--- config.mk ---
export PLATFORM = sky130hd
export DESIGN_NAME = alarm_ctrl
export DESIGN_NICKNAME = d
export VERILOG_FILES = /design/src/rtl/alarm_pkg.sv /design/src/rtl/alarm_min_timer.sv /design/src/rtl/alarm_ctrl.sv
export SDC_FILE = /design/constraint.sdc
export NUM_CORES = 1
export LEC_CHECK = 0
export CAP_MARGIN = 20
export CORE_UTILIZATION = 45
export DETAILED_ROUTE_END_ITERATION = 16
export GPL_TIMING_DRIVEN = 0
export PLACE_DENSITY = 0.8
export SLEW_MARGIN = 25
export SYNTH_ARGS = -nofsm -noshare
export SYNTH_HDL_FRONTEND = slang
export SYNTH_HIERARCHICAL = 1
export SYNTH_SLANG_ARGS = --single-unit
export TNS_END_PERCENT = 100
--- constraint.sdc ---
create_clock -name clk -period 5.3 [get_ports clk]
set_input_delay 1.325 -clock clk [delete_from_list [all_inputs] [get_ports clk]]
set_output_delay 1.325 -clock clk [all_outputs]
set_load 0.01 [all_outputs]
--- src/rtl/alarm_pkg.sv ---
// Shared types and constants for the alarm controller: state encoding,
// time-field widths and the range check applied to alarm loads.
package alarm_pkg;

   localparam int HOUR_W     = 5;
   localparam int MIN_W      = 6;
   localparam int MAX_HOUR   = 23;
   localparam int MAX_MINUTE = 59;
   localparam int TIMER_W    = 6;

   typedef enum logic [1:0] {
      DISARMED = 2'd0,
      ARMED    = 2'd1,
      RINGING  = 2'd2,
      SNOOZE   = 2'd3
   } alarm_state_t;

   function automatic logic time_valid(input logic [HOUR_W-1:0] h,
                                       input logic [MIN_W-1:0]  m);
      return (h <= HOUR_W'(MAX_HOUR)) && (m <= MIN_W'(MAX_MINUTE));
   endfunction

endpackage

--- src/rtl/alarm_min_timer.sv ---
// Minute down-counter shared by the ring timeout and the snooze period.
// Expires on the min_pulse that moves it from 1 to 0.
module alarm_min_timer
   import alarm_pkg::*;
(
   input  logic               clk,
   input  logic               rst_n,
   input  logic               i_load,
   input  logic [TIMER_W-1:0] i_load_val,
   input  logic               i_min_pulse,
   output logic               o_expire
);

   logic [TIMER_W-1:0] r_count;

   // A load wins over a decrement so a reload on the expiry edge starts cleanly.
   always_ff @(posedge clk) begin
      if (!rst_n) begin
         r_count <= '0;
      end else if (i_load) begin
         r_count <= i_load_val;
      end else if (i_min_pulse && (r_count != '0)) begin
         r_count <= r_count - 1'b1;
      end
   end

   assign o_expire = i_min_pulse && (r_count == TIMER_W'(1));

endmodule

--- src/rtl/alarm_ctrl.sv ---
// Alarm clock controller: stored alarm time, arm/ring/snooze FSM and buzzer.
// Define ALARM_BEEP_PATTERN_EN for a buzzer that toggles on each sec_pulse.
module alarm_ctrl
   import alarm_pkg::*;
#(
   parameter int SNOOZE_MIN       = 9,
   parameter int RING_TIMEOUT_MIN = 5
) (
   input  logic              clk,
   input  logic              rst_n,
   input  logic [HOUR_W-1:0] hour,
   input  logic [MIN_W-1:0]  minute,
   input  logic              sec_pulse,
   input  logic              min_pulse,
   input  logic              alarm_en,
   input  logic              set_alarm,
   input  logic [HOUR_W-1:0] set_hour,
   input  logic [MIN_W-1:0]  set_minute,
   input  logic              snooze,
   input  logic              stop,
   output logic [HOUR_W-1:0] alarm_hour,
   output logic [MIN_W-1:0]  alarm_minute,
   output logic              ringing,
   output logic              snoozing,
   output logic              buzzer
);

   alarm_state_t       r_state;
   alarm_state_t       w_next;
   logic [HOUR_W-1:0]  r_alarm_hour;
   logic [MIN_W-1:0]   r_alarm_minute;
   logic               r_match_q;
   logic               r_ringing;
   logic               r_snoozing;
   logic               r_buzzer;
   logic               w_match;
   logic               w_set_ok;
   logic               w_load;
   logic [TIMER_W-1:0] w_load_val;
   logic               w_expire;

   assign w_match  = (hour == r_alarm_hour) && (minute == r_alarm_minute);
   assign w_set_ok = set_alarm && time_valid(set_hour, set_minute);

   alarm_min_timer u_timer (
      .clk         (clk),
      .rst_n       (rst_n),
      .i_load      (w_load),
      .i_load_val  (w_load_val),
      .i_min_pulse (min_pulse),
      .o_expire    (w_expire)
   );

   // NOTE: every output of this block gets a default first, so no path leaves
   // a signal unassigned and no latch is inferred.
   always_comb begin
      w_next     = r_state;
      w_load     = 1'b0;
      w_load_val = TIMER_W'(RING_TIMEOUT_MIN);
      if (!alarm_en) begin
         w_next = DISARMED;
      end else begin
         unique case (r_state)
            DISARMED: w_next = ARMED;
            ARMED: begin
               if (w_match && !r_match_q) begin
                  w_next = RINGING;
                  w_load = 1'b1;
               end
            end
            RINGING: begin
               if (w_set_ok || stop || w_expire) begin
                  w_next = ARMED;
               end else if (snooze) begin
                  w_next     = SNOOZE;
                  w_load     = 1'b1;
                  w_load_val = TIMER_W'(SNOOZE_MIN);
               end
            end
            SNOOZE: begin
               if (w_set_ok || stop) begin
                  w_next = ARMED;
               end else if (w_expire) begin
                  w_next = RINGING;
                  w_load = 1'b1;
               end
            end
            default: w_next = DISARMED;
         endcase
      end
   end

   // NOTE: state registers use non-blocking assignments so every flop samples
   // the pre-edge values regardless of statement order.
   always_ff @(posedge clk) begin
      if (!rst_n) begin
         r_state        <= DISARMED;
         r_alarm_hour   <= '0;
         r_alarm_minute <= '0;
         r_match_q      <= 1'b1;
         r_ringing      <= 1'b0;
         r_snoozing     <= 1'b0;
         r_buzzer       <= 1'b0;
      end else begin
         r_state    <= w_next;
         r_match_q  <= w_match;
         r_ringing  <= (w_next == RINGING);
         r_snoozing <= (w_next == SNOOZE);
         if (w_set_ok) begin
            r_alarm_hour   <= set_hour;
            r_alarm_minute <= set_minute;
         end
`ifdef ALARM_BEEP_PATTERN_EN
         if (w_next != RINGING) begin
            r_buzzer <= 1'b0;
         end else if (r_state != RINGING) begin
            r_buzzer <= 1'b1;
         end else if (sec_pulse) begin
            r_buzzer <= ~r_buzzer;
         end
`else
         r_buzzer <= (w_next == RINGING);
`endif
      end
   end

`ifndef ALARM_BEEP_PATTERN_EN
   // Steady tone has no use for the seconds tick.
   logic w_unused_sec;
   assign w_unused_sec = sec_pulse;
`endif

   assign alarm_hour   = r_alarm_hour;
   assign alarm_minute = r_alarm_minute;
   assign ringing      = r_ringing;
   assign snoozing     = r_snoozing;
   assign buzzer       = r_buzzer;

endmodule

==> flow_summary.toml <==
[yosys]
post-synth-top-count-cell = "dfxtp_1"
postSynthAreaPerCell_um2 = 9.687
synthCells = 132
synth.area.top_cells = "dfxtp_1, xnor2_1, mux2i_1"
synth-main-ff-cell = "dfxtp_1"
synthArstFlopShare_pct = 0
synth.top_cells.by_count = "dfxtp_1, xnor2_1, nor2b_1"
synth_edf_count = 0
ys_seq_area_share_pct = 34.44
synthesis.area_um2 = 1279
ys_seq_elements = 22
yosysWarnings = 6
synth_top_area_share_pct = 34.44
synth_top_area_cell = "dfxtp_1"
synth_cell_types = 44

[sta]
final.period_utilization_pct = 58.40
finalHoldViolCount = 0
tns_ns = 0
timing.fmax_ghz = 0.3231
fin_crit_ns = 3.095
clock_skew_ns = 0.004816
drv_slew = 0
rsz0062_at_grt = "no"
setup_viol = 0

[grt]
grt-ovfl-total = 0
grt_max_degree = 13
grt_pass1_vias = 1162
grt_antenna_before_repair = 0
grtUsageTotal_pct = 19.32
grt_pass1_wl_um = 4740

[floorplan]
die_w_um = 55.31
die_area_um2 = 3059
num_rows = 18
pin_count = 44
core_area_um2 = 2590
die_h_um = 55.31
start_util_pct = 49.37

[worst_setup_path]
start_kind = "input pin"
cp.arrival_ns = 3.32
path_buf_inv = 2
r2r_cells = 9
crit_slowest_cell = "clkdlybuf4s50_1"
path_delay_family = "buffers and inverters"
crit_type = "in2reg"
endpoint_kind = "flop"
crit_cells = 10
cp_slowest_stage_delay_ns = 0.57
crit_fanout = 10
cp.required_ns = 5.52
crit_chain = "clkdlybuf4s50_1 > nand3b_1 > nor3_1 > nor2_1 > nand2_1 > nand2_1 > a22oi_1 > nor2_1 > buf_4 > o311a_1"

[finish]
nNetsFinal = 214
fill_cells = 223
design_area_um2 = 1780
multiInputGateArea_um2 = 774.5
utilization_pct = 68.74
antenna_cells = 0
final_cells = 210
seq_area_um2 = 440.4
drive_gt1_share_pct = 12.78
area_delta_synth_final_pct = 39.24

[min_path]
hp-class = "reg2reg"
whs_path_depth = 2

[drt]
vias = 1150
wirelength_um = 2908
first_pass_iters = 4
via_per_inst = 5.476
drtIter0Drc = 23
drtAntennaViolNets = 0
post_drt_wl_per_cell_um = 13.85
drc = 0

[placed_design]
place_inst = 206
placed_area_um2 = 1744
port_buffers = 42
dpl.hpwl_um = 2308
place_congestion = 0.8288

[clocking]
cts_tree = "built"
htree_num_levels = 1
cts_root_buf = "clkbuf_4"
cts.sinks = 22
cts_hold_buffers = 0
clockBufferDepth = 2
cts_resized = 0
clock_latency_ns = 0.32
cts-buffers-inserted = 3
cts_setup_buffers = 0
clkSlewWorstSetupHoldPaths_ns = 0.12

[power]
total_power_uw = 510.4
vdd.ir_drop.worst_uv = 233.8
p_per_area_nw_per_um2 = 286.7
p_leak_nw = 0.6334

[job]
cap_violations = 0

[status]
status = "complete, no violations"
[per-layer routing]
layer / vias up / wire length [um] / global-route usage, %
met5: - / 0 / 0
met4: 0 / 31 / 9.286
met3: 4 / 191 / 4.215
met2: 37 / 1401 / 33.22
met1: 532 / 1284 / 22.65
li1: 577 / - / -
[state kept, by name, indices dropped and copies added, names as in the netlist]
| register | count |
|---|---|
| alarm_hour | 5 |
| alarm_minute | 6 |
| buzzer | 1 |
| r_match_q | 1 |
| r_state | 2 |
| snoozing | 1 |
| u_timer/r_count | 6 |
[cells in the final DEF (no fill, tap or decap), types with 2 or more instances in the layout]
cell type        instances
nand3_1                  5
a21oi_1                  3
nor3_1                   3
nand2_1                  4
nand2b_1                 3
or3_1                    2
clkbuf_4                 3
nand4_1                  2
o2111ai_1                2
clkdlybuf4s50_1         42
buf_4                    3
o311a_1                  2
buf_6                    2
nor4b_1                  2
o31ai_1                  2
o221a_2                  4
conb_1                   4
mux2i_1                  7
o211ai_1                 3
xnor2_1                 11
nor2b_1                  9
ha_1                     3
nor2_1                   6
o21ai_0                  3
dfxtp_1                 22
a22oi_1                  2
inv_1                    6
[logic make-up (layout without fill, tap and decap cells)]
kind of cell / Yosys count / count (layout) / share of synthesized area (%)
muxes: 7 / 7 / 5.480
other: 2 / 4 / 0.5873
AOI/OAI and AO/OA: 28 / 28 / 19.47
and+or+nand+nor: 47 / 47 / 23.97
xor gates and xnor gates: 11 / 11 / 7.534
DFF: 22 / 22 / 34.44
buffers and inverters: 12 / 58 / 5.577
adders and majority gates: 3 / 3 / 2.936
[path summary, 6_finish.rpt]
check             slack [ns]                             from                               to
hold / removal          0.55  u_timer/r_count[1]$_SDFFE_PN0P_  u_timer/r_count[1]$_SDFFE_PN0P_
setup / recovery        2.20                        min_pulse  u_timer/r_count[4]$_SDFFE_PN0P_
hold reg to reg         0.55  u_timer/r_count[1]$_SDFFE_PN0P_  u_timer/r_count[1]$_SDFFE_PN0P_
setup reg to reg        3.16  u_timer/r_count[3]$_SDFFE_PN0P_  u_timer/r_count[4]$_SDFFE_PN0P_
[stage by stage]
stage / hold slack, ns / worst slack, ns
after floorplan: 0.4817 / 2.614
after global placement: 0.5022 / 1.974
after detailed placement: 0.5397 / 1.849
after CTS: 0.5575 / 2.206
after global routing: 0.5913 / 2.005
final: 0.5499 / 2.205
[where the power goes]
group	switching, mW	internal, mW	leakage [nW]
Combinational	0.0885	0.111	0.432
Sequential	0.0244	0.189	0.181
Clock	0.0553	0.0421	0.0210
Total	0.168	0.342	0.633
[cell type report]
cell class	instances	share of cell area (%)
Clock buffer	4	2.038
Tap cell	30	2.108
Inverter	6	1.265
Multi-Input combinational cell	100	43.50
Timing Repair Buffer	42	23.61
Buffer	6	2.741
Sequential cell	22	24.74
[worst reg2reg max path, stage by stage, from the launching register on]
cell and delay [ns]:
dfxtp_1 0.37, or2_2 0.33, nor3_1 0.36, nor2_1 0.09, nand2_1 0.08, nand2_1 0.05
a22oi_1 0.17, nor2_1 0.07, buf_4 0.17, o311a_1 0.35
(Power assumes the default switching activity.)
